[src/rtl/alu_exec_ctrl_pkg.sv]
// ---------------------------------------------------------------------------
// alu_exec_ctrl_pkg
// Shared definitions for the ALU execute/writeback controller:
//   - instruction opcodes
//   - sequencer state encoding
//   - bit positions inside the {N,Z,V,C} flag register
//   - default data width and register-file depth
// ---------------------------------------------------------------------------
package alu_exec_ctrl_pkg;

  localparam int DATA_W_DEF = 8;
  localparam int NREGS_DEF  = 4;

  typedef enum logic [1:0] {
    OP_ALU_RR = 2'b00,  // rd = alu(reg[rs1], reg[rs2])
    OP_ALU_RI = 2'b01,  // rd = alu(reg[rs1], imm)
    OP_LDI    = 2'b10,  // rd = imm
    OP_RD     = 2'b11   // return reg[rs1], no write
  } op_e;

  typedef enum logic [1:0] {
    ST_IDLE = 2'd0,
    ST_EXEC = 2'd1,
    ST_WB   = 2'd2
  } state_e;

  localparam int FLAG_N = 3;
  localparam int FLAG_Z = 2;
  localparam int FLAG_V = 1;
  localparam int FLAG_C = 0;

endpackage : alu_exec_ctrl_pkg

[src/rtl/alu_regfile.sv]
// ---------------------------------------------------------------------------
// alu_regfile
// NREGS x DATA_W register file, cleared by the asynchronous reset.
// Ports:
//   clk, rst           clock, asynchronous active-high reset
//   we, waddr, wdata   single synchronous write port
//   raddr_a / rdata_a  combinational read port A
//   raddr_b / rdata_b  combinational read port B
// ---------------------------------------------------------------------------
module alu_regfile #(
  parameter  int DATA_W = 8,
  parameter  int NREGS  = 4,
  localparam int REG_AW = $clog2(NREGS)
) (
  input  logic              clk,
  input  logic              rst,
  input  logic              we,
  input  logic [REG_AW-1:0] waddr,
  input  logic [DATA_W-1:0] wdata,
  input  logic [REG_AW-1:0] raddr_a,
  output logic [DATA_W-1:0] rdata_a,
  input  logic [REG_AW-1:0] raddr_b,
  output logic [DATA_W-1:0] rdata_b
);

  logic [DATA_W-1:0] mem [NREGS];

  // NOTE: the array is reset on purpose: an abandoned instruction must leave a
  // known all-zero register file, so this stays flops rather than a RAM macro.
  // NOTE: sequential state uses non-blocking assignments so every flop samples
  // pre-edge values regardless of block evaluation order.
  always_ff @(posedge clk or posedge rst) begin
    if (rst) begin
      for (int i = 0; i < NREGS; i++) mem[i] <= '0;
    end else if (we) begin
      mem[waddr] <= wdata;
    end
  end

  assign rdata_a = mem[raddr_a];
  assign rdata_b = mem[raddr_b];

endmodule : alu_regfile

[src/rtl/alu_exec_ctrl.sv]
// ---------------------------------------------------------------------------
// alu_exec_ctrl
// Sequencer and register stage wrapped around an external 8-bit ALU.
// One instruction per valid/ready handshake, IDLE -> EXEC -> WB -> IDLE.
// Ports:
//   clk, rst                 clock, asynchronous active-high reset
//   instr_valid/instr_ready  instruction handshake (ready only in IDLE)
//   instr_op/sel/rd/rs1/rs2/imm  instruction fields
//   alu_a, alu_b, alu_s      registered ALU operands/select (change on accept)
//   alu_out, alu_c/z/v/n     ALU result and flags (combinational from alu_a/b/s)
//   res_valid                one-cycle pulse after writeback
//   res_data                 value written to rd, or read value for RD
//   flags                    {N,Z,V,C} flag register
// ---------------------------------------------------------------------------
module alu_exec_ctrl
  import alu_exec_ctrl_pkg::*;
#(
  parameter  int DATA_W = DATA_W_DEF,
  parameter  int NREGS  = NREGS_DEF,
  localparam int REG_AW = $clog2(NREGS)
) (
  input  logic              clk,
  input  logic              rst,
  input  logic              instr_valid,
  output logic              instr_ready,
  input  logic [1:0]        instr_op,
  input  logic [2:0]        instr_sel,
  input  logic [REG_AW-1:0] instr_rd,
  input  logic [REG_AW-1:0] instr_rs1,
  input  logic [REG_AW-1:0] instr_rs2,
  input  logic [DATA_W-1:0] instr_imm,
  output logic [DATA_W-1:0] alu_a,
  output logic [DATA_W-1:0] alu_b,
  output logic [2:0]        alu_s,
  input  logic [DATA_W-1:0] alu_out,
  input  logic              alu_c,
  input  logic              alu_z,
  input  logic              alu_v,
  input  logic              alu_n,
  output logic              res_valid,
  output logic [DATA_W-1:0] res_data,
  output logic [3:0]        flags
);

  state_e            state_q, state_d;
  logic              accept;
  logic              wb;
  op_e               op_q;
  logic [REG_AW-1:0] rd_q;
  logic              rf_we;
  logic [DATA_W-1:0] rf_wdata;
  logic [DATA_W-1:0] rf_rdata_a, rf_rdata_b;

  // ---------------- FSM ----------------
  always_ff @(posedge clk or posedge rst) begin
    if (rst) state_q <= ST_IDLE;
    else     state_q <= state_d;
  end

  // NOTE: every output of this block gets a default first, so no path through
  // the case leaves a signal unassigned and no latch is inferred.
  always_comb begin
    state_d     = state_q;
    instr_ready = 1'b0;
    accept      = 1'b0;
    unique case (state_q)
      ST_IDLE: begin
        instr_ready = 1'b1;
        if (instr_valid) begin
          accept  = 1'b1;
          state_d = ST_EXEC;
        end
      end
      ST_EXEC: state_d = ST_WB;
      ST_WB:   state_d = ST_IDLE;
      default: state_d = ST_IDLE;
    endcase
  end

  assign wb = (state_q == ST_WB);

  // ---------------- register file ----------------
  // LDI's immediate already travels on alu_b, so it doubles as the write data.
  assign rf_we    = wb && (op_q != OP_RD);
  assign rf_wdata = (op_q == OP_LDI) ? alu_b : alu_out;

  alu_regfile #(
    .DATA_W (DATA_W),
    .NREGS  (NREGS)
  ) u_regfile (
    .clk     (clk),
    .rst     (rst),
    .we      (rf_we),
    .waddr   (rd_q),
    .wdata   (rf_wdata),
    .raddr_a (instr_rs1),
    .rdata_a (rf_rdata_a),
    .raddr_b (instr_rs2),
    .rdata_b (rf_rdata_b)
  );

  // ---------------- operand latch ----------------
  // Operands are captured at accept, so rd == rs1/rs2 reads the old value.
  always_ff @(posedge clk or posedge rst) begin
    if (rst) begin
      op_q  <= OP_ALU_RR;
      rd_q  <= '0;
      alu_a <= '0;
      alu_b <= '0;
      alu_s <= '0;
    end else if (accept) begin
      op_q  <= op_e'(instr_op);
      rd_q  <= instr_rd;
      alu_a <= rf_rdata_a;
      alu_b <= (instr_op == OP_ALU_RR) ? rf_rdata_b : instr_imm;
      alu_s <= instr_sel;
    end
  end

  // ---------------- result and flags ----------------
  always_ff @(posedge clk or posedge rst) begin
    if (rst) begin
      res_valid <= 1'b0;
      res_data  <= '0;
      flags     <= '0;
    end else begin
      res_valid <= wb;
      if (wb) begin
        unique case (op_q)
          OP_ALU_RR, OP_ALU_RI: begin
            res_data <= alu_out;
            flags    <= {alu_n, alu_z, alu_v, alu_c};
          end
          OP_LDI: begin
            // V and C are left as the last ALU op produced them.
            res_data      <= alu_b;
            flags[FLAG_N] <= alu_b[DATA_W-1];
            flags[FLAG_Z] <= (alu_b == '0);
          end
          OP_RD: begin
            res_data <= alu_a;
          end
          default: ;
        endcase
      end
    end
  end

endmodule : alu_exec_ctrl

[config.mk]
export PLATFORM = sky130hd
export DESIGN_NAME = alu_exec_ctrl
export DESIGN_NICKNAME = d
export VERILOG_FILES = /design/src/rtl/alu_exec_ctrl_pkg.sv /design/src/rtl/alu_regfile.sv /design/src/rtl/alu_exec_ctrl.sv
export SDC_FILE = /design/constraint.sdc
export NUM_CORES = 1
export LEC_CHECK = 0
export BUFFER_PORTS_ARGS = -buffer_cell sky130_fd_sc_hd__buf_2
export CORE_ASPECT_RATIO = 0.7
export CORE_UTILIZATION = 40
export CTS_BUF_LIST = sky130_fd_sc_hd__clkbuf_4
export DETAILED_ROUTE_END_ITERATION = 7
export GPL_ROUTABILITY_DRIVEN = 0
export SKIP_CTS_REPAIR_TIMING = 1
export SLEW_MARGIN = 25
export SYNTH_ARGS = -nofsm -noshare
export SYNTH_HDL_FRONTEND = slang
export SYNTH_SLANG_ARGS = --single-unit
[constraint.sdc]
create_clock -name clk -period 2.3 [get_ports clk]
set_input_delay 0 -clock clk [delete_from_list [all_inputs] [get_ports clk]]
set_output_delay 0 -clock clk [all_outputs]
set_load 0.03 [all_outputs]
# Word level (Yosys, flattened, before mapping)
# Cells that the tools add are included.
dict set report op_classes {
  n_reduce_logical 10
  mux 18
  n_eq_ne 7
  magnitude_cmp 4
  bitwise 3
}
# op count
set op_table {}
lappend op_table {{$mux W8} 7}
lappend op_table {{$bmux W8 S2} 2}
lappend op_table {{$bwmux W32} 1}
lappend op_table {{$pmux W8 S3} 1}
lappend op_table {{$demux W8 S2} 1}
lappend op_table {{$ge A3 B3 Y1 const B} 3}
lappend op_table {{$not A2 Y3} 3}
lappend op_table {{$logic_not A8 Y1} 1}
lappend op_table {{$pmux W2 S2} 2}
lappend op_table {{$eq A2 B2 Y1 const B} 3}
lappend op_table {{$logic_not A2 Y1} 3}
lappend op_table {{$eq A2 B1 Y1 const B} 2}
lappend op_table {{$ne A2 B2 Y1 const B} 2}
lappend op_table {{$reduce_and A2 Y1} 2}
lappend op_table {{$lt A3 B1 Y1 const B} 1}
lappend op_table {{$mux W1} 3}
lappend op_table {{$logic_and A1 B1 Y1} 2}
lappend op_table {{$mux W2} 1}
lappend op_table {{$reduce_bool A2 Y1} 1}
lappend op_table {{$reduce_or A2 Y1} 1}
dict set report word_totals {
  inputBits 34
  ff_bits 70
  elab_cells 56
}

# Longest topological paths before layout
# Gate-level depths: netlist of the first run.
dict set report depth {
  word_depth 6
  depth_mapped 6
  depth_no_buf 3
}

# Hierarchy
# A second synthesis of the first run with hierarchy kept.
dict set report hier_totals {
  hier_cells 237
  hier_area_um2 3377.0
}
# module cells_per_inst area_per_inst_um2 n_inst seq_area_each_um2
set modules_own_cells {}
lappend modules_own_cells {alu_exec_ctrl 148 1783.0 1 950.9}
lappend modules_own_cells {alu_regfile 89 1594.0 1 800.8}

# Least setup slack after synthesis of the first run
# OpenSTA, ideal clock, no wires.
dict set report synth_timing {
  kind {register to register}
  startpoint {reg op_q[0]}
  endpoint {reg u_regfile.mem[1] in the netlist's numbering}
  arrival_ns 1.496
  setup_ns 0.128
  slack_ns 0.676
  required_time_ns 2.172
  stages_incl_launch_ff 6
  path_cell_list {dfrtp_1 buf_2 nand2b_1 buf_2 mux2_2 mux2_1}
}
dict set report synth_between {
  elab_chain_cells 3
  word_cells_on_any_way 5
  classes_between {eq/ne (2); mux (2); reduce/logical (1)}
}
# item line_no
set synth_lines {}
lappend synth_lines {{start, declared} alu_exec_ctrl.sv:48} ;# op_e op_q;
lappend synth_lines {{start signal, assigned} alu_exec_ctrl.sv:112} ;# op_q <= op_e'(instr_op);
lappend synth_lines {{$eq A2 B2 Y1} alu_exec_ctrl.sv:85} ;# assign rf_wdata = (op_q == OP_LDI) ? alu_b : alu_out;
lappend synth_lines {{$mux W8} alu_exec_ctrl.sv:85}
lappend synth_lines {{$bwmux W32} alu_regfile.sv:36} ;# mem[waddr] <= wdata;
lappend synth_lines {{end signal, assigned by index} alu_regfile.sv:36}
lappend synth_lines {{end, declared} alu_regfile.sv:26} ;# logic [DATA_W-1:0] mem [NREGS];
# Several ways; a longest one is shown, not always the timed one.
# A chain may end at the register's enable or synchronous reset.

# Worst setup path in the final report of the first run
dict set report layout_timing {
  startpoint {reg state_q[0]}
  endpoint {reg u_regfile.mem[5] in the netlist's numbering}
}
dict set report layout_between {
  elab_chain_cells 2
}
# item line_no
set layout_lines {}
lappend layout_lines {{start, declared} alu_exec_ctrl.sv:45} ;# state_e state_q, state_d;
lappend layout_lines {{start signal, assigned} alu_exec_ctrl.sv:57} ;# else state_q <= state_d;
lappend layout_lines {{$eq A2 B2 Y1} alu_exec_ctrl.sv:80} ;# assign wb = (state_q == ST_WB);
lappend layout_lines {{$logic_and A1 B1 Y1} alu_exec_ctrl.sv:84} ;# assign rf_we = wb && (op_q != OP_RD);
# No other way between the ends.

==> metrics.md, run 1 <==
| Metric | Value |
|---|---|
| Run status | finished, violations left |
| Failing checks | DRC, hold timing |
| Fin Clk Skew | 0.01571 ns |
| Reg2reg setup slack | 0.49 ns |
| CP Class | reg2reg |
| Sequential share of power | 45.0% |
| Pre-antenna DRT Iters | 6 |
| CTS max path bufs | 2 |
| IO Port Bufs | 66 |
| IO Count | 67 |
| Num CTS Buffers | 9 |
| Tightest Hold Check Type | in2reg |
| CTS tree | done |
| Synth warn | 0 |
| Routed Wire Length | 7844 microns |
| CP max-delay cell | dfrtp_1 |
| Grt ovf | 0 |
| Crit path time final | 1.814 ns |
| Largest stage delay, worst path | 0.43 ns |
| WHS Path Cells | 4 |
| Achievable Freq | 0.5513 GHz |
| Vias in the first global route | 2230 |
| Library cells used by synthesis | 25 |
| Sw Share | 39.53% |
| Design Power | 4850 uW |
| Final hold slack | -0.004912 ns |
| Fin crit share | 78.86% |
| Mean Syn Cell Area | 13.67 sq um |
| Footprint of the multi-input gates | 1563 sq um |
| Layout cell share with drive strength beyond 1 | 49.56% |
| Antenna violations before repair | 0 |
| Die width | 112.2 microns |
| Root Driver | clkbuf_4 |
| Starting Density | 42.33% |
| Fin nets | 372 |
| Clk_lat worst skew | 0.42 ns |
| DRC | 9 |
| P_int | 2933 uW |
| Setup violators final | 0 |
| RSZ-0062 raised after global routing | no |
| Overall Global Routing Usage | 19.27% |
| Clk pwr share | 13.5% |
| Die area | 8887 sq um |
| Crit path depth | 4 |
| CTS clock-pin slew for the worst setup and hold paths | 0.12 ns |
| Crit path cell chain | nand2b_1, nor4bb_1, buf_4, mux2_2 |
| Setup_tns | 0 ns |
| P_sw | 1917 uW |
| H-tree depth | 3 |
| Core Footprint | 8040 sq um |
| Worst VDD drop | 290.4 uV |
| PwrDens | 1161 nW/um^2 |
| Lkg Pwr | 0.001915 uW |
| Largest net degree at the start of global routing | 40 |
| Routed WL per cell | 17.67 microns |
| Relative max-transition margin | 51.80% |
| Mapped cell area | 3403 sq um |
| First-pass GRT wire length | 12620 microns |
| Via density per instance | 5.333 |
| Combinational share of power | 41.5% |
| Register area share after synthesis | 51.47% |
| DIE HEIGHT | 79.18 microns |
| Data required time of the worst path | 2.60 ns |
| Endpoint type of the worst setup path | flop |
| CP max FO | 8 |
| Max Transition Viols Final | 0 |
| Sequential Area | 1752 sq um |
| Critical path launch point type | flop |
| WP data arrival | 2.11 ns |
| Flops & latches, synth | 70 |
| Post-DP HPWL | 5601 microns |
| CP bufs+invs | 1 |
| Synth Net Count | 283 |
| Drt initial violations | 180 |
| R2R depth | 4 |
| Hold Fails Final Rpt | 4 |
| # clock sinks | 70 |
| Number of diodes | 0 |
| DRT antenna net count | 0 |
| Fill cell total of the finished layout | 729 |
| Post-Synthesis Cells | 249 |
| Routed vias | 2368 |
| Crit path max-delay family | simple AND/OR/NAND/NOR gates |
| Measured slew at the worst slew-check pin | 0.7220 ns |
| Area Overhead vs Synth | 22.79% |
| Max_cap viols | 0 |
| Row Count | 27 |
-- placed cells by master (no fill, tap or decap) --
cell type,Yosys,routed
buf_12,0,1
o22ai_1,1,1
clkinv_2,0,3
o32ai_1,1,1
mux2_2,58,58
nor2_1,20,20
clkbuf_4,0,9
a211oi_1,8,8
inv_1,5,4
or4_1,2,2
dlygate4sd3_1,0,20
mux2_1,1,1
buf_4,0,8
nor2b_1,1,1
mux4_2,16,16
nor3b_2,0,1
nand2_1,16,16
mux2i_1,8,8
clkinvlp_4,0,3
buf_2,9,66
nor4bb_1,1,1
nor4b_4,2,2
a21o_1,8,8
nand2b_1,2,2
a31oi_1,8,8
and2_1,1,1
inv_2,0,1
nor4_4,1,1
or2_2,1,1
dfrtp_1,70,70
clkinv_1,0,1
-- metal layers --
metal	global-route usage, %	wire (microns)	vias to the layer above	part of all wire (%)
li1	-	-	1100	-
met1	28.14	3770	1191	48
met2	28.26	3473	72	44
met3	5.344	559	5	7.1
met4	4.800	41	0	0.52
met5	0	0	-	0
-- power by group through the flow --
| stage | Sequential (uW) | Clock [uW] | Combinational (uW) |
|---|---|---|---|
| detailed placement | 2210 | 0 | 1990 |
| floorplan | 2540 | 0 | 1060 |
| finish | 2180 | 653 | 2010 |
| CTS | 2180 | 670 | 2000 |
| global route | 2270 | 730 | 2150 |
| global placement | 2190 | 0 | 1960 |
-- cells by family after synthesis --
| family | count (synthesis) | synth area share, % |
|---|---|---|
| muxes | 83 | 32.46 |
| buffers and inverters | 22 | 2.757 |
| and+or+nand+nor | 48 | 7.868 |
| AOI/OAI and AO/OA | 26 | 5.442 |
| DFF | 70 | 51.47 |
-- sequential cells by signal (all words and copies together) (netlist names) --
name	cells
rd_q	2
alu_b	8
alu_a	8
u_regfile.mem	32
res_valid	1
op_q	2
alu_s	3
flags	4
state_q	2
res_data	8
-- layout make-up --
cell class | instances | share of cell area (%)
sequential | 70 | 41.92
multi-input combinational | 157 | 37.40
timing repair buffer | 95 | 14.61
tap | 101 | 3.024
clock buffer | 9 | 1.617
clock inverter | 7 | 0.9880
inverter | 5 | 0.4491
-- metrics by stage --
step           hold slack [ns]  setup WS (ns)  utilization (%)  instance area [sq um]  instances
2_1_floorplan           0.1501         0.5318                -                   3403        249
3_3_place_gp            0.1548         0.5828            48.13                   3870        408
3_5_place_dp            0.1616         0.5374            48.13                   3870        408
4_1_cts                -0.3054         0.4930            49.49                   3979        424
5_1_grt               0.002280         0.3471            51.98                   4179        444
6_report             -0.004912         0.4861            51.98                   4179        444
-- cell usage after synthesis --
master | number | share of area, %
a211oi_1 | 8 | 1.8
a21o_1 | 8 | 1.8
a31oi_1 | 8 | 1.5
and2_1 | 1 | 0.18
buf_1 | 2 | 0.22
buf_2 | 9 | 1.3
clkbuf_1 | 6 | 0.66
dfrtp_1 | 70 | 51
inv_1 | 5 | 0.55
mux2_1 | 1 | 0.33
mux2_2 | 58 | 19
mux2i_1 | 8 | 2.4
mux4_2 | 16 | 11
nand2_1 | 16 | 1.8
nand2b_1 | 2 | 0.37
nor2_1 | 20 | 2.2
nor2b_1 | 1 | 0.18
nor3b_1 | 1 | 0.22
nor4_4 | 1 | 0.62
nor4b_4 | 2 | 1.4
nor4bb_1 | 1 | 0.29
o22ai_1 | 1 | 0.18
o32ai_1 | 1 | 0.26
or2_2 | 1 | 0.18
or4_1 | 2 | 0.44
-- final timing paths --
kind / from / to
max: state_q[0] / u_regfile.mem[5]
min: alu_out[4] / res_data[4]
max reg2reg: state_q[0] / u_regfile.mem[5]
min reg2reg: res_data[5] / res_data[5]
max in group asynchronous: rst / u_regfile.mem[20]
min in group asynchronous: rst / res_data[7]
-- worst reg2reg max path: stages (launching register included) --
cell and delay [ns]:
dfrtp_1 0.43, nand2b_1 0.33, nor4bb_1 0.36, buf_4 0.23, mux2_2 0.35
(Power assumes the default switching activity.)
==> run 2: changes to the inputs <==
clock period = 1.8 ns   (was 2.3 ns; I/O delays follow)
==> run 2 against run 1 <==
  * The run ends with DRC left
  * Via count rose by 0.13%
  * Clock-buffer cell count increased by 2
  * Wire length fell by 1.3%
  * Utilization is 1.0 points higher
  * Critical path depth stayed put
  * Clock skew is 0.0045 ns lower
  * Sequential share of layout area decreased by 0.79 points
  * Sequential power up 27%
  * Final cell count grew 1.8%
  * Highest routed layer unchanged
  * Clock power increased by 23%
==> metrics.md, run 2 (same netlist as run 1, synthesis figures left out) <==
| Metric | Value |
|---|---|
| Grt ovf | 0 |
| First-pass GRT wire length | 12900 microns |
| Number of diodes | 0 |
| Sequential Area | 1752 sq um |
| Measured slew at the worst slew-check pin | 0.5635 ns |
| Footprint of the multi-input gates | 1563 sq um |
| Starting Density | 42.33% |
| Pre-antenna DRT Iters | 6 |
| Crit path time final | 1.712 ns |
| Layout Utilization | 52.97% |
| Tightest Hold Check Type | in2reg |
| Achievable Freq | 0.5842 GHz |
| Largest Register | u_regfile.mem |
| Setup violators final | 0 |
| CP Class | reg2reg |
| DIE HEIGHT | 79.18 microns |
| Critical path launch point type | flop |
| Drt initial violations | 113 |
| Number of flip-flops in the largest register | 32 |
| Core Footprint | 8040 sq um |
| IO Count | 67 |
| Failing checks | DRC |
| DRT antenna net count | 0 |
| Post-DP HPWL | 5739 microns |
| Fin crit share | 95.10% |
| Area Overhead vs Synth | 25.15% |
| Clk_lat worst skew | 0.40 ns |
| Fin Clk Skew | 0.01118 ns |
| Data required time of the worst path | 2.09 ns |
| Max Transition Viols Final | 0 |
| CTS clock-pin slew for the worst setup and hold paths | 0.11 ns |
| CP max FO | 8 |
| CTS max path bufs | 2 |
| # clock sinks | 70 |
| Num CTS Buffers | 9 |
| CTS tree | done |
| Fin nets | 382 |
| PwrDens | 1462 nW/um^2 |
| Lkg Pwr | 0.001969 uW |
| Via density per instance | 5.246 |
| Routed WL per cell | 17.13 microns |
| Commonest cells after routing, fill and taps aside | dfrtp_1, buf_2, mux2_2 |
| Row Count | 27 |
| WP data arrival | 2.00 ns |
| Run status | finished, violations left |
| Endpoint type of the worst setup path | flop |
| Fill cell total of the finished layout | 715 |
| Overall Global Routing Usage | 19.56% |
| Hold Fails Final Rpt | 0 |
| Root Driver | clkbuf_4 |
| RSZ-0062 raised after global routing | no |
| Vias in the first global route | 2333 |
| Largest net degree at the start of global routing | 71 |
| Routed Wire Length | 7743 microns |
| Die area | 8887 sq um |
| IO Port Bufs | 66 |
| Max_cap viols | 0 |
| Most common cell after layout, fill and taps aside | dfrtp_1 |
| Die width | 112.2 microns |
| Relative max-transition margin | 62.30% |
| Worst VDD drop | 339.1 uV |
| DRC | 9 |
| H-tree depth | 3 |
| Layout cell share with drive strength beyond 1 | 50.14% |
| Setup_tns | 0 ns |
| Antenna violations before repair | 0 |
| Routed vias | 2371 |
[run 2: cell types whose count changed in the layout (fill, tap and decap cells not counted), sizes merged]
cell         previous run  this run
dlygate4sd3            20        22
clkbuf                  9        11
buf                    75        83
clkinv                  4         3
clkinvlp                3         0
[run 2: cell type report]
type                       instances  area share, %
clock buffer                      11          1.939
inverter                           5         0.4407
sequential                        70          41.13
multi-input combinational        157          36.69
clock inverter                     3         0.3231
timing repair buffer             105          16.51
tap                              101          2.967
[run 2: layer usage]
layer / global-route usage (%) / vias up / part of all wire, % / wire (microns)
met2: 28.63 / 57 / 45 / 3486
li1: - / 1114 / - / -
met4: 5.067 / 0 / 0.88 / 68
met1: 28.30 / 1194 / 49 / 3821
met5: 0 / - / 0 / 0
met3: 5.725 / 6 / 4.7 / 367
[run 2: final timing paths]
check	from	to	slack, ns	cells after the start
max in group asynchronous	rst	u_regfile.mem[2]	1.27	4
min in group asynchronous	rst	res_valid	0.20	4
worst max-delay path	op_q[0]	u_regfile.mem[5]	0.09	4
worst min register to register	res_data[7]	res_data[7]	0.48	1
worst max register to register	op_q[0]	u_regfile.mem[5]	0.09	4
worst min-delay path	alu_out[5]	res_data[5]	0.001	4
[run 2: worst max-delay path: stages, from the launching register on]
cell and delay, ns:
dfrtp_1 0.41, and2_1 0.28, nor4bb_1 0.34, buf_4 0.23, mux2_2 0.34
[run 2: stage by stage]
step	cells	worst slack, ns	cell area [sq um]	total power, uW	hold WS (ns)
floorplan	249	0.03179	3403	4602	0.1501
global placement	416	0.1355	3943	5385	0.1147
detailed placement	416	0.1279	3943	5444	0.1135
CTS	430	0.09428	4039	6253	-0.3427
global route	452	0.001294	4259	6634	0.003376
finish	452	0.08815	4259	6227	0.001066
[run 2: report_power, final]
part | switching (uW) | total (uW) | leakage, uW | internal (uW)
sequential | 507 | 2760 | 0.000846 | 2250
clock | 512 | 805 | 0.0000600 | 292
combinational | 1380 | 2670 | 0.00106 | 1290
